--- config.mk ---
export PLATFORM = sky130hd
export DESIGN_NAME = accum_differentiator
export DESIGN_NICKNAME = d
export VERILOG_FILES = /design/src/rtl/accum_differentiator.sv
export SDC_FILE = /design/constraint.sdc
export NUM_CORES = 1
export LEC_CHECK = 0
export CORE_MARGIN = 4
export CORE_UTILIZATION = 31
export CTS_BUF_LIST = sky130_fd_sc_hd__clkbuf_8
export DETAILED_ROUTE_END_ITERATION = 6
export PLACE_DENSITY_LB_ADDON = 0.05
export SYNTH_ARGS = -nofsm -noshare
export SYNTH_HDL_FRONTEND = slang
export SYNTH_SLANG_ARGS = --single-unit
--- constraint.sdc ---
create_clock -name clk -period 3.62 [get_ports clk]
set_clock_uncertainty 0.1 [all_clocks]
set_input_delay 0.724 -clock clk [delete_from_list [all_inputs] [get_ports clk]]
set_output_delay 0.724 -clock clk [all_outputs]
set_load 0.005 [all_outputs]
--- src/rtl/accum_differentiator.sv ---
// First-difference recovery of accumulator input samples from a running-sum stream.
// Optional build macro DELTA_SAT_EN clamps out-of-range deltas instead of wrapping them.
module accum_differentiator #(
  parameter int IN_W       = 13,
  parameter int SUM_W      = 20,
  parameter int FRAME_LEN  = 11,
  parameter int FIFO_DEPTH = 2
) (
  input  logic             clk,
  input  logic             rst,
  input  logic             ce,
  input  logic             s_valid,
  input  logic [SUM_W-1:0] s_data,
  input  logic             s_first,
  output logic             s_ready,
  output logic             m_valid,
  output logic [IN_W-1:0]  m_data,
  output logic             m_last,
  input  logic             m_ready,
  output logic [1:0]       err,
  output logic [3:0]       sample_idx
);

  localparam int CW = $clog2(FIFO_DEPTH + 1);
  localparam int PW = (FIFO_DEPTH > 1) ? $clog2(FIFO_DEPTH) : 1;
  localparam logic [CW-1:0]    DEPTH_C  = CW'(FIFO_DEPTH);
  localparam logic [PW-1:0]    PTR_MAX  = PW'(FIFO_DEPTH - 1);
  localparam logic [3:0]       LAST_IDX = 4'(FRAME_LEN - 1);
  localparam logic [SUM_W-1:0] MAX_A    = SUM_W'((1 << IN_W) - 1);

  typedef enum logic {IDLE, RUN} state_t;

  state_t           state;
  logic [SUM_W-1:0] prev;
  logic [CW-1:0]    count;
  logic [PW-1:0]    wr_ptr;
  logic [PW-1:0]    rd_ptr;
  logic [IN_W-1:0]  mem_data [FIFO_DEPTH];
  logic             mem_last [FIFO_DEPTH];

  logic             accept;
  logic             pop;
  logic             do_push;
  logic [SUM_W:0]   prev_term;
  logic [SUM_W:0]   delta;
  logic             d_neg;
  logic             d_over;
  logic [IN_W-1:0]  push_data;
  logic [3:0]       next_idx;
  logic             sync_err;
  logic             range_err;

  function automatic logic [PW-1:0] ptr_inc(input logic [PW-1:0] p);
    return (p == PTR_MAX) ? '0 : p + 1'b1;
  endfunction

  assign s_ready = ce & (count < DEPTH_C) & ~rst;
  assign accept  = ce & s_valid & s_ready;
  assign m_valid = (count != '0);
  assign pop     = ce & m_valid & m_ready;
  assign m_data  = m_valid ? mem_data[rd_ptr] : '0;
  assign m_last  = m_valid ? mem_last[rd_ptr] : 1'b0;

  // Delta is formed one bit wider than the sum so a falling sum shows up as negative.
  always_comb begin
    prev_term = '0;
    if (state == RUN && !s_first)
      prev_term = {1'b0, prev};
    delta  = {1'b0, s_data} - prev_term;
    d_neg  = delta[SUM_W];
    d_over = ~d_neg & (delta[SUM_W-1:0] > MAX_A);
`ifdef DELTA_SAT_EN
    if (d_neg)
      push_data = '0;
    else if (d_over)
      push_data = MAX_A[IN_W-1:0];
    else
      push_data = delta[IN_W-1:0];
`else
    push_data = delta[IN_W-1:0];
`endif
    if (s_first)
      next_idx = '0;
    else if (sample_idx == LAST_IDX)
      next_idx = LAST_IDX;
    else
      next_idx = sample_idx + 1'b1;
    do_push   = accept & (s_first | (state == RUN));
    range_err = do_push & (d_neg | d_over);
    sync_err  = accept & (((state == IDLE) & ~s_first) |
                          ((state == RUN) & s_first & (sample_idx != LAST_IDX)) |
                          ((state == RUN) & ~s_first & (sample_idx == LAST_IDX)));
  end

  // Frame tracking, sticky error flags and the output FIFO share one register block.
  always_ff @(posedge clk) begin
    if (rst) begin
      state      <= IDLE;
      prev       <= '0;
      sample_idx <= '0;
      err        <= '0;
      count      <= '0;
      wr_ptr     <= '0;
      rd_ptr     <= '0;
    end else begin
      err <= err | {sync_err, range_err};
      if (do_push) begin
        mem_data[wr_ptr] <= push_data;
        mem_last[wr_ptr] <= (next_idx == LAST_IDX);
        wr_ptr           <= ptr_inc(wr_ptr);
        prev             <= s_data;
        sample_idx       <= next_idx;
        state            <= RUN;
      end
      if (pop)
        rd_ptr <= ptr_inc(rd_ptr);
      case ({do_push, pop})
        2'b10:   count <= count + 1'b1;
        2'b01:   count <= count - 1'b1;
        default: count <= count;
      endcase
    end
  end

endmodule
## Word-level counts from Yosys, hierarchy flattened

Memories as Yosys holds them, arrays and structs flattened. A register that Yosys moved wholly into a read port is not among the register bits.
Cells that the tools add are included.

| word-level totals | value |
|---|---|
| register bits | 31 |
| RAM bits | 28 |
| input port bits | 26 |
| output and inout bits | 22 |
| logic and storage cells | 65 |
| memories kept | 2 |

| cells by class | value |
|---|---|
| add/sub/neg operators | 6 |
| $lt $le $gt $ge | 2 |
| eq/ne operators | 5 |
| mux-type cells | 15 |
| bitwise operators | 24 |
| reduce and logical (&&, ||, !) cells | 4 |

Memories:

| name | depth | bits a word | read ports | clocked after memory_dff | wr ports | line | text |
|---|---|---|---|---|---|---|---|
| mem_data | 2 | 13 | 1 | 1 | 1 | 38 | `logic [IN_W-1:0] mem_data [FIFO_DEPTH];` |
| mem_last | 2 | 1 | 1 | 1 | 1 | 39 | `logic mem_last [FIFO_DEPTH];` |

Operators with widths:

| cell | number |
|---|---|
| subtractor 20 x 20 -> 21 bit | 1 |
| > comparator 20 x 13 -> 1 bit, second input constant | 1 |
| 2-to-1 mux 20 bit | 1 |
| bitwise AND 1 bit | 15 |
| 2-to-1 mux 13 bit | 1 |
| 2-to-1 mux 1 bit | 10 |
| equality test 4 bit, second input constant | 2 |
| 2-to-1 mux 4 bit | 2 |
| adder 4 x 1 -> 4 bit, second input constant | 1 |
| inequality test 4 bit, second input constant | 1 |
| NOT 1 bit | 4 |
| OR 1 bit | 4 |
| one-hot mux 2 bit (2 select lines) | 1 |
| nonzero test 2 bit | 2 |
| adder 1 bit, second input constant | 2 |
| adder 2 x 1 -> 2 bit, second input constant | 1 |
| equality test 2 x 1 -> 1 bit, second input constant | 1 |
| equality test 2 bit, second input constant | 1 |
| less-than comparator 2 bit, second input constant | 1 |
| OR 2 bit | 1 |
| subtractor 2 x 1 -> 2 bit, second input constant | 1 |
| logical AND 1 bit | 1 |
| logical NOT 1 bit | 1 |

## Logic depth before layout (Yosys ltp)

| logic depth | value |
|---|---|
| depth after elaboration | 9 |
| depth in mapped cells | 14 |
| depth with buffers taken out | 13 |

## Least setup slack after synthesis

OpenSTA, ideal clock, no wires.

| timing path | value |
|---|---|
| kind | input-to-reg |
| start point | input s_first |
| end point | register err[0] |
| setup time | 0.134 ns |
| arrival time | 3.259 ns |
| data required time | 3.386 ns |
| setup slack | 0.127 ns |
| stages on the path | 14 |
| buffers on the path | 1 |
| path through | nor2b_1 -> clkbuf_1 -> and2_1 -> ha_1 -> inv_1 -> fa_1 -> a21oi_2 -> o22ai_2 -> o41ai_4 -> o21ai_2 -> a211oi_2 -> mux2i_1 -> nor4_2 -> a311oi_1 |

| between the ends | value |
|---|---|
| longest elaborated chain between the ends | 9 |
| elaborated cells between the ends (all ways) | 12 |
| those cells by class | add/sub: 1; order compare: 1; mux: 1; bitwise: 7; reduce/logical: 2 |

Ends and longest elaborated chain:

| item | line | text |
|---|---|---|
| start: declaration | 14 | `input logic s_first,` |
| logical NOT 1 bit | 67 | `if (state == RUN && !s_first)` |
| logical AND 1 bit | 67 |  |
| 2-to-1 mux 20 bit | 67 |  |
| subtractor 20 x 20 -> 21 bit | 69 | `delta = {1'b0, s_data} - prev_term;` |
| > comparator 20 x 13 -> 1 bit or NOT 1 bit (tied branches) | 71 | `d_over = ~d_neg & (delta[SUM_W-1:0] > MAX_A);` |
| bitwise AND 1 bit | 71 |  |
| OR 1 bit | 89 | `range_err = do_push & (d_neg \| d_over);` |
| bitwise AND 1 bit (*) | 89 |  |
| OR 2 bit (*) | 106 | `err <= err \| {sync_err, range_err};` |
| end signal: assignment | 106 |  |
| end: declaration | 20 | `output logic [1:0] err,` |

Mark *: on every way between the ends. The rest lies on a longest branch, timed or not.
A chain may end at the register's enable or synchronous reset.

## Worst setup path in the final report

| timing path | value |
|---|---|
| start point | input s_data[0] |
| end point | register err[0] |

| between the ends | value |
|---|---|
| longest elaborated chain between the ends | 6 |
| elaborated cells between the ends (all ways) | 7 |
| those cells by class | add/sub: 1; order compare: 1; bitwise: 5 |

Ends and longest elaborated chain:

| item | line | text |
|---|---|---|
| start: declaration | 13 | `input logic [SUM_W-1:0] s_data,` |
| subtractor 20 x 20 -> 21 bit (*) | 69 |  |
| > comparator 20 x 13 -> 1 bit or NOT 1 bit (tied branches) | 71 |  |
| bitwise AND 1 bit | 71 |  |
| OR 1 bit (*) | 89 |  |
| bitwise AND 1 bit (*) | 89 |  |
| OR 2 bit (*) | 106 |  |

Marks and branches as above.

==> impl_metrics.ini <==
[grt]
gr-total-overflow = 0
grt_pass1_wl_um = 14800
antenna_found_initial = 0
track_usage_pct = 14.3
grt_pass1_vias = 2968
grt_max_degree = 33

[hold_path]
min_delay_path_depth = 2
hp-start = prev[3]
hp-class = flop to flop
min_delay_worst_endpoint = prev[3]

[timing]
timing.fmax_ghz = 0.314
slew_headroom_pct = 29.2
worst_pin_slew_ps = 1060
fin_crit_sh_pct = 88.0
hold_violations = 0
slew_violations = 0
finalSetupViolCount = 0
rsz0062_at_grt = false
period_needed_ps = 3180

[final_layout]
area_growth_syn_to_layout_pct = 32.7
finish.utilization_pct = 42.5
finalNetCount = 532
final_area_sq_um = 4650
fillers = 1160
drive_gt1_share_pct = 17.7
final_cells = 626
num_antenna_cells = 0

[route]
drt-total-wl_um = 8730
viasPerCell = 4.82
ant_nets = 0
drc = 0
vias = 3016
drtIter0Drc = 93
firstDrtPassIters = 5
wl_per_cell_um = 13.9

[place]
place_congestion = 0.835
placed_cell_area_sq_um = 4450
dpl.hpwl_um = 6490
placed_cells = 608
io_buffers = 47

[pwr]
peakVddDrop_mv = 0.135
report.power.total_uw = 1520
leakage_uw = 0.00169
p_per_area_nw_per_um2 = 327

[status]
outcome = complete, no violations

[clocking]
clk_path_buf_depth = 2
clk_pin_slew_ps = 70
cts_htree_levels = 3
cts_inserted_buffers = 9
cts_tree = done
cts.sinks = 60
cts_hold_buf = 0
cts_root_buf = clkbuf_8
clock_latency_ps = 340

[synthesis]
synth_edf_count = 28
synth_xor_area_share_pct = 5.00
synth_top_cells_by_count = nand2_1, nor2_1, a21oi_1
synth_compound_area_share_pct = 15.1
synth_top_area_share_pct = 24.0
yosys.area_share.simple_pct = 20.9
synth_area_leaders = edfxtp_1, dfxtp_1, ha_1, nand2_1, a21oi_1
syn_nets = 435
syn_avg_cell_area_sq_um = 9.10
synth_top_family_by_area = simple AND/OR/NAND/NOR gates
ys_seq_elements = 60
synth_most_common_cell = nand2_1
syn_inst = 385
ys.flop_type = dfxtp_1
synthDistinctLibCells = 52
synthArstFlopShare_pct = 0
ys_seq_area_share_pct = 42.3
synth-adder-area-share_pct = 8.79
netlist_area_sq_um = 3500
synthMuxAreaShare_pct = 4.29
yosys_warnings = 0
synth_largest_area_cell = edfxtp_1

[setup_path]
arrival_ps = 3340
rrSetupSlack_ps = 590
startpoint_type = primary input
crit_type = primary input to flop
worstPathMaxFanout = 3
worstReg2RegEnd = err[0]
worst_setup_path_end_kind = flop
required_ps = 3770
reg2regPathDepth = 14
rr_startpoint = state

[die]
core_area_sq_um = 10900
die_area_sq_um = 13100
die_h_um = 114
die_w_um = 114
start_util_pct = 32.0
io_pins = 48
num_rows = 38

[flow_run]
maxCapViolations = 0
==> through the flow <==
| step | setup WS [ps] | TNS [ps] | hold slack [ps] |
|---|---|---|---|
| 2_1_floorplan | 127 | 0 | 332 |
| 3_3_place_gp | -221 | -421 | 338 |
| 3_5_place_dp | -276 | -690 | 348 |
| 4_1_cts | 91.1 | 0 | 357 |
| 5_1_grt | 287 | 0 | 370 |
| 6_report | 436 | 0 | 356 |
==> sequential cells by signal (all words and copies together) (netlist names), named ones only <==
register	cells
err	2
wr_ptr	1
rd_ptr	1
sample_idx	4
state	1
count	2
mem_last	2
mem_data	26
prev	20
==> where the power goes <==
part	total [uW]	switching, uW	internal, uW
clock network	520	266	254
registers	732	5.74	726
logic	267	130	138
==> layout by cell type, fill, tap and decap left out, types with 8 or more instances in the layout <==
cell,count
nand2_1,70
buf_4,56
clkdlybuf4s50_1,46
nor2_1,41
a21oi_1,40
dfxtp_1,32
edfxtp_1,28
ha_1,22
mux2i_1,15
o21ai_0,14
xnor2_1,12
inv_1,10
clkbuf_8,10
nand3_1,9
xor2_1,8
==> cell type report <==
class | count | area [sq um] | area share [%]
Clock buffer | 10 | 138 | 2.96
Multi-Input combinational cell | 299 | 1910 | 41.0
Sequential cell | 60 | 1480 | 31.9
Tap cell | 140 | 175 | 3.77
Clock inverter | 5 | 22.5 | 0.484
Timing Repair Buffer | 103 | 893 | 19.2
Inverter | 9 | 33.8 | 0.727
==> worst max path at each step <==
stage                     startpoint      to
after global routing       s_data[0]  err[0]
after CTS                    s_first  err[0]
after floorplan              s_first  err[0]
final                      s_data[0]  err[0]
after detailed placement     s_first  err[0]
after global placement       s_first  err[0]
==> routing by layer <==
layer  track usage (%)  vias to the layer above  share of wire [%]
met5                 0                        -                  0
met4              4.75                        0                1.4
met3              3.33                       10                3.5
met2              24.6                       42                 49
met1              17.7                     1416                 46
li1                  -                     1548                  -
==> cell families (layout without fill, tap and decap cells) <==
logic type | after synthesis | after routing
and+or+nand+nor | 157 | 157
AOI/OAI and AO/OA | 83 | 83
DFF | 60 | 60
buffers and inverters | 26 | 127
adders and majority gates | 24 | 24
xor gates and xnor gates | 20 | 20
muxes | 15 | 15
==> critical path, cell delays in order <==
cell and delay (ps):
clkdlybuf4s50_1 420, inv_1 70, ha_2 170, inv_1 50
fa_2 350, a21oi_2 170, o22ai_2 100, o41ai_4 200
buf_4 180, o21ai_2 70, a211oi_2 240, mux2i_1 260
nor4_2 80, a311oi_1 250
==> what timing repair did <==
action / CTS / global route
gates resized for setup: 0 / 6
hold endpoints to repair: 0 / 0
buffers inserted: 0 / 3
setup endpoints to repair: 0 / 1
(Power assumes the default switching activity.)
